<file path="config.mk">
export PLATFORM = sky130hd
export DESIGN_NAME = bcd_display_scanner
export DESIGN_NICKNAME = d
export VERILOG_FILES = /design/src/rtl/bcd_display_scanner.sv
export SDC_FILE = /design/constraint.sdc
export NUM_CORES = 1
export LEC_CHECK = 0
export CAP_MARGIN = 20
export CORE_MARGIN = 2
export CORE_UTILIZATION = 49
export DETAILED_ROUTE_END_ITERATION = 7
export GPL_TIMING_DRIVEN = 0
export PLACE_DENSITY = 0.74
export SYNTH_ARGS = -nofsm -noshare
export SYNTH_HDL_FRONTEND = slang
export SYNTH_SLANG_ARGS = --single-unit
</file>
<file path="constraint.sdc">
create_clock -name clk -period 1.8 [get_ports clk]
set_input_delay 0.18 -clock clk [delete_from_list [all_inputs] [get_ports clk]]
set_output_delay 0.18 -clock clk [all_outputs]
set_load 0.02 [all_outputs]
</file>
<file path="src/rtl/bcd_display_scanner.sv">
// ---------------------------------------------------------------------------
// bcd_display_scanner
//
// Time-multiplexed seven-segment driver for a common-anode display. A packed
// vector of BCD digits is captured into a pending register and copied to the
// displayed (active) register only at a frame boundary, so a frame never
// mixes old and new data. Each digit slot lasts CLK_DIV cycles. The first
// GUARD cycles of a slot are blanked to avoid ghosting. A registered error
// flag reports any active digit above 9.
//
// Optional feature (macro BCD_SCAN_LEADING_ZERO_BLANK_EN):
//   defined   - digit k (k >= 1) is blanked during its slot when it and every
//               higher active digit are zero; digit 0 is always shown.
//   undefined - every digit is always displayed.
//
// Parameters:
//   NUM_DIGITS  number of BCD digits scanned (>= 1)
//   CLK_DIV     clock cycles per digit slot (>= 2)
//   GUARD       blank cycles at the start of each slot (0 <= GUARD < CLK_DIV)
//
// Ports:
//   clk         rising-edge clock
//   rst         synchronous active-high reset
//   digit_in    packed BCD digits, digit k at [4k+3:4k], digit 0 is the LSD
//   load        captures digit_in into the pending register
//   seg         segments a..g on bits 0..6, active-high (registered)
//   an          digit enables, active-low, at most one low (registered)
//   frame_done  one-cycle pulse for the last cycle of the final slot
//   err         high while any active digit is greater than 9
// ---------------------------------------------------------------------------
module bcd_display_scanner #(
  parameter int NUM_DIGITS = 4,
  parameter int CLK_DIV    = 1000,
  parameter int GUARD      = 2
) (
  input  logic                    clk,
  input  logic                    rst,
  input  logic [4*NUM_DIGITS-1:0] digit_in,
  input  logic                    load,
  output logic [6:0]              seg,
  output logic [NUM_DIGITS-1:0]   an,
  output logic                    frame_done,
  output logic                    err
);

  localparam int PC_W  = $clog2(CLK_DIV);
  localparam int IDX_W = (NUM_DIGITS > 1) ? $clog2(NUM_DIGITS) : 1;
  localparam logic [PC_W-1:0]  PC_LAST  = PC_W'(CLK_DIV - 1);
  localparam logic [IDX_W-1:0] IDX_LAST = IDX_W'(NUM_DIGITS - 1);

  logic [PC_W-1:0]         pc;
  logic [IDX_W-1:0]        idx;
  logic [4*NUM_DIGITS-1:0] pending;
  logic [4*NUM_DIGITS-1:0] active;

  logic       pc_wrap;
  logic       frame_end;
  logic       in_guard;
  logic       blank;
  logic       any_bad;
  logic [3:0] cur_digit;

  // Segment patterns a..g on bits 0..6; non-BCD codes show a dash.
  function automatic logic [6:0] decode(input logic [3:0] d);
    unique case (d)
      4'd0:    decode = 7'h3F;
      4'd1:    decode = 7'h06;
      4'd2:    decode = 7'h5B;
      4'd3:    decode = 7'h4F;
      4'd4:    decode = 7'h66;
      4'd5:    decode = 7'h6D;
      4'd6:    decode = 7'h7D;
      4'd7:    decode = 7'h07;
      4'd8:    decode = 7'h7F;
      4'd9:    decode = 7'h6F;
      default: decode = 7'h40;
    endcase
  endfunction

  assign pc_wrap   = (pc == PC_LAST);
  assign frame_end = pc_wrap && (idx == IDX_LAST);

  // With no guard cycles the comparison would be constant-false.
  generate
    if (GUARD == 0) begin : g_no_guard
      assign in_guard = 1'b0;
    end else begin : g_guard
      assign in_guard = (pc < PC_W'(GUARD));
    end
  endgenerate

`ifdef BCD_SCAN_LEADING_ZERO_BLANK_EN
  logic zero_run;
`endif

  always_comb begin
    // NOTE: every variable gets a default before any conditional write so
    // no path leaves it unassigned, which would otherwise infer a latch.
    cur_digit = 4'd0;
    any_bad   = 1'b0;
    blank     = 1'b0;
    for (int k = 0; k < NUM_DIGITS; k++) begin
      if (idx == IDX_W'(k)) cur_digit = active[4*k +: 4];
      if (active[4*k +: 4] > 4'd9) any_bad = 1'b1;
    end
`ifdef BCD_SCAN_LEADING_ZERO_BLANK_EN
    // Walk down from the most significant digit; zero_run stays set only
    // while this digit and all above it are zero. Digit 0 is never visited.
    zero_run = 1'b1;
    for (int k = NUM_DIGITS - 1; k >= 1; k--) begin
      zero_run = zero_run && (active[4*k +: 4] == 4'd0);
      if ((idx == IDX_W'(k)) && zero_run) blank = 1'b1;
    end
`endif
  end

  always_ff @(posedge clk) begin
    // NOTE: state uses non-blocking assignments so every register samples
    // the pre-edge values, independent of statement order.
    if (rst) begin
      // NOTE: pending/active are plain flop registers, not a RAM, so they are
      // reset with everything else and the display starts from known zeros.
      pc         <= '0;
      idx        <= '0;
      pending    <= '0;
      active     <= '0;
      seg        <= '0;
      an         <= '1;
      frame_done <= 1'b0;
      err        <= 1'b0;
    end else begin
      pc <= pc_wrap ? '0 : pc + 1'b1;
      if (pc_wrap) idx <= (idx == IDX_LAST) ? '0 : idx + 1'b1;

      if (load) pending <= digit_in;
      // A load coinciding with the boundary bypasses pending so the newest
      // data is shown in the frame that starts on this edge.
      if (frame_end) active <= load ? digit_in : pending;

      frame_done <= frame_end;
      err        <= any_bad;

      if (in_guard || blank) begin
        an  <= '1;
        seg <= '0;
      end else begin
        an  <= ~(NUM_DIGITS'(1) << idx);
        seg <= decode(cur_digit);
      end
    end
  end

endmodule

</file>
---- Word-level counts from Yosys, hierarchy flattened ----
Memories as Yosys holds them, arrays and structs flattened. A register that Yosys moved wholly into a read port is not among the register bits.
Index checks and enable logic that the tools add are counted.
cells by class
  bitwise operators ....................... 1
  shift-type cells ........................ 1
  eq/ne operators ......................... 4
  reductions and logical operators ........ 4
  muxes and demuxes ....................... 10
  magnitude comparators ................... 5
  add/subtract/negate cells ............... 2
operator list
  kind                                                                           count
  4-bit > comparator, second input constant                                      4
  16-bit two-way mux                                                             1
  4-bit two-way mux                                                              4
  10-bit by 1-bit adder with 10-bit output, second input constant                1
  10-bit == test, second input constant                                          1
  10-bit by 2-bit less-than comparator with 1-bit output, second input constant  1
  2-bit == test, second input constant                                           2
  1-bit two-way mux                                                              4
  4-bit inverter                                                                 1
  2-bit OR reduction                                                             2
  1-bit by 2-bit << shifter with 4-bit output, first input constant              1
  2-bit by 1-bit adder with 2-bit output, second input constant                  1
  2-bit by 1-bit == test with 1-bit output, second input constant                1
  2-bit zero test                                                                1
  2-bit two-way mux                                                              1
  1-bit logical AND                                                              1
word-level totals
  ROM bits ................................ 112
  flip-flop bits (word level) ............. 50
  word-level logic and storage cells ...... 35
  output and inout bits ................... 13
  memories kept ........................... 1
  input bits .............................. 19
memories
  memory           depth  width  rd ports  clocked after memory_dff  write ports  line  source
  (no name shown)  16     7      1         1                         0            65    unique case (d)

---- Longest topological paths before layout ----
  depth after elaboration ................. 5
  mapped depth ............................ 10
  gate-level depth less buffers ........... 9

---- Worst setup path before layout ----
OpenSTA, ideal clock, no wires.
  kind .................................... reg2reg
  from .................................... register idx[0]
  to ...................................... register seg[3]
  required time ........................... 1.726 ns
  library setup time ...................... 0.074 ns
  path buffers ............................ 1
  stages on the path, launching flop included .. 10
  clock period less this slack ............ 2.006 ns
  path slack .............................. -0.206 ns
  data arrival time ....................... 1.932 ns
  cell sequence ........................... dfxtp_1 ha_1 buf_4 a211oi_1 a211o_1 inv_1 ha_1 inv_1 mux2_4 o22ai_2
between the ends
  word-level cells in the longest chain between the ends .. 5
  elaborated cells between the ends (all ways) .. 8
  classes of those cells .................. eq/ne: 3; mux: 4; reduce/logical: 1
ends and longest elaborated chain
  element                          line  source
  start, declared                  52    logic [IDX_W-1:0] idx;
  start signal, assigned           133   if (pc_wrap) idx <= (idx == IDX_LAST) ? '0 : idx + 1'b1;
  2-bit zero test                  103   if (idx == IDX_W'(k)) cur_digit = active[4*k +: 4];
  4-bit two-way mux (3 in series)  103
  4-bit two-way mux (*)            103
  end, declared                    40    output logic [6:0] seg,
Mark *: on every way between the ends. The rest lies on a longest branch, timed or not.
A chain may end at the register's enable or synchronous reset.

---- Worst setup path in the final report ----
  from .................................... register idx[1]
  to ...................................... register seg[2]
Same word-level chain as after synthesis.

==> qor.csv <==
metric,value,unit
status,finished with violations,
violations,setup timing,
via_per_inst,5.053,
syn-num-nets,278,
dr.first_iter.drc_count,45,
numCtsBuffers,9,
critPathMaxStageDelay,390,ps
regArea,1149,sq um
finalCriticalPeriod,1910,ps
ys_ff_latch,57,
powerDensity,842.9,nW/um^2
synth_edf_count,0,
startpoint,idx[1],
die_x,73.73,um
avgSynthCellArea,9.645,sq um
startpoint_type,register,
synth-warning-count,0,
multiInputGateArea,1252,sq um
fp.dieArea,5435,sq um
cts_root_buf,clkbuf_8,
core,4692,sq um
p_leak,1.303,nW
vias,1799,
yosysSeqAreaShare,0.4790,
clkSinkCount,57,
wl_per_cell,12.60,um
fin_setup_tns,-490.6,ps
seqPwrFrac,0.495,
irDropWorstVdd,0.8036,mV
fin_worst_skew,8.325,ps
async_flop_share,0,
placementRows,25,
placed_area,2779,sq um
finalWirelength,4485,um
r2r_cells,8,
path_cells,"inv_4, ha_4, nand3b_1, a221o_1, buf_4, ha_1, a21o_1, a21oi_1",
grt_max_degree,11,
reg2reg_to,seg[2],
antenna_cells,0,
die_y,73.73,um
swShare,0.2198,
min_period_over_period,1.061,
final_cell_area,3151,sq um
ctsHoldBuffers,0,
port_buffers,29,
antenna_found_initial,0,
synth_flop_cell,dfxtp_1,
slew_headroom,0.5571,
overflow,0,
pin_count,32,
syn2layout_area_growth,32.25,%
n_fill_cell,380,
dpl.hpwl,2907,um
crit_type,register to register,
crit_path_end,seg[2],
grt_usage,0.1864,
arrival,2170,ps
cts_buffer_depth,2,
fin_total_pwr,2.656,mW
syn_inst,247,
cpMaxStageDelayCell,dfxtp_4,
cts_tree,yes,
utilization,0.6715,
power.share.clock,0.433,
final_nets,328,
grt_pass1_wl,7514,um
synth_area_leaders,"dfxtp_1 (48%), mux2i_1 (8.4%), ha_1 (6.3%)",
clkTransAtPathRegs,60,ps
finalHoldViolations,0,
max_clock_freq,0.5236,GHz
clk_latency,340,ps
drt.antenna.violating_nets,0,
yosys.area.top_type_share,0.4790,
ys_types,43,
worst_pin_slew,655.7,ps
path_max_fanout,8,
grt_pass1_vias,1707,
hold_class,primary input to register,
start_util,0.5077,
drc,0,
maxCapViolCount,0,
syn-cell-area,2382,sq um
combPwrFrac,0.072,
dr.pass1.iters,4,
end_kind,register,
rrSetupSlack,-110,ps
finalMaxSlewViolations,0,
place_congestion,0.8037,
r2r-start,idx[1],
rsz0062_at_grt,true,
drive_above_1_share,0.1954,
p_sw,583.6,uW
setup_viol,7,
intPower,2.072,mW
worstPathRequired,2060,ps
htreeDepth,3,
layout_setup_ws,-109.9,ps
netlist.top_cell.by_area,dfxtp_1,
routing by layer:
| metal | vias up | track usage | routed length, um |
|---|---|---|---|
| li1 | 944 | - | - |
| met1 | 823 | 0.2165 | 2079 |
| met2 | 26 | 0.3036 | 2192 |
| met3 | 6 | 0.07407 | 158 |
| met4 | 0 | 0.07879 | 54 |
| met5 | - | 0 | 0 |
sequential cells by signal, indices dropped and copies added, names as in the netlist:
register and cells:
pc 10, idx 2, active 16, frame_done 1, an 4, err 1, pending 16, seg 7
per-stage QoR:
step | hold slack (ps) | setup WS [ps] | instances
floorplan | 341.8 | -91.90 | 247
global placement | 430.1 | -253.0 | 330
detailed placement | 438.8 | -297.6 | 330
CTS | 350.4 | -82.46 | 355
global route | 405.9 | -203.5 | 356
finish | 349.3 | -109.9 | 356
logic make-up after synthesis:
family / Yosys count / share of synthesized area
multiplexers: 22 / 0.09664
flip-flops: 57 / 0.4790
adder cells (fa/ha/maj): 12 / 0.06302
AO/OA/AOI/OAI: 41 / 0.1192
XOR/XNOR: 9 / 0.03309
buffers and inverters: 23 / 0.04359
AND/OR/NAND/NOR: 83 / 0.1654
how the worst min path moves through the flow:
stage	cells past startpoint	startpoint	endpoint	slack, ps
CTS	3	load	pending[0]	350
floorplan	2	digit_in[0]	pending[0]	340
detailed placement	1	pc[0]	pc[0]	440
finish	3	load	pending[0]	350
global placement	1	pc[0]	pc[0]	430
global route	3	load	pending[4]	410
timing repair:
item | CTS | global route
setup buffers | 9 | 1
pin swaps | 7 | 4
cloned | 1 | 0
endpoints found under the setup margin | 17 | 15
resized for setup | 19 | 7
final cells by class:
cell class,count,share of cell area
clock inverter,3,0.01271
tap,54,0.02145
multi-input combinational,167,0.3975
clock buffer,13,0.04726
timing repair buffer,40,0.1199
buffer,11,0.02184
sequential,57,0.3646
inverter,11,0.01469
cells in the mapped netlist, drive strengths merged, types with 3 or more instances:
master and number:
a211oi 5, a41oi 3, buf 6, clkbuf 6, dfxtp 57, ha 12, inv 11, mux2i 20
nand2 25, nand3 3, nand3b 5, nor2 31, nor3 3, nor3b 4, o21ai 21, o22ai 3
xnor2 6, xor2 3
worst max-delay path: cells and delay by family, from the launching register on:
family	cells	cell delay (ps)
compound gates	3	660
fa+ha+maj	2	380
buf+inv	2	240
flops	1	390
simple gates	1	180
placed cells by master (no fill, tap or decap), types with 3 or more instances in the layout:
cell type,count
buf_2,4
inv_1,6
nand2_1,25
xor2_1,3
o21ai_0,10
nor2_1,31
a211oi_2,3
mux2i_1,20
nor3_1,3
buf_6,3
nand3b_1,4
ha_1,5
xnor2_1,6
buf_4,9
inv_2,3
dfxtp_1,55
clkdlybuf4s50_1,29
o21ai_1,11
clkbuf_8,10
ha_4,6
clkbuf_1,7
power by group through the flow:
stage	Combinational (mW)	Clock (mW)	Sequential (mW)
floorplan	0.0891	0	1.36
global placement	0.190	0	1.34
detailed placement	0.192	0	1.35
CTS	0.194	1.17	1.31
global route	0.212	1.24	1.32
finish	0.192	1.15	1.31
(Power assumes the default switching activity.)
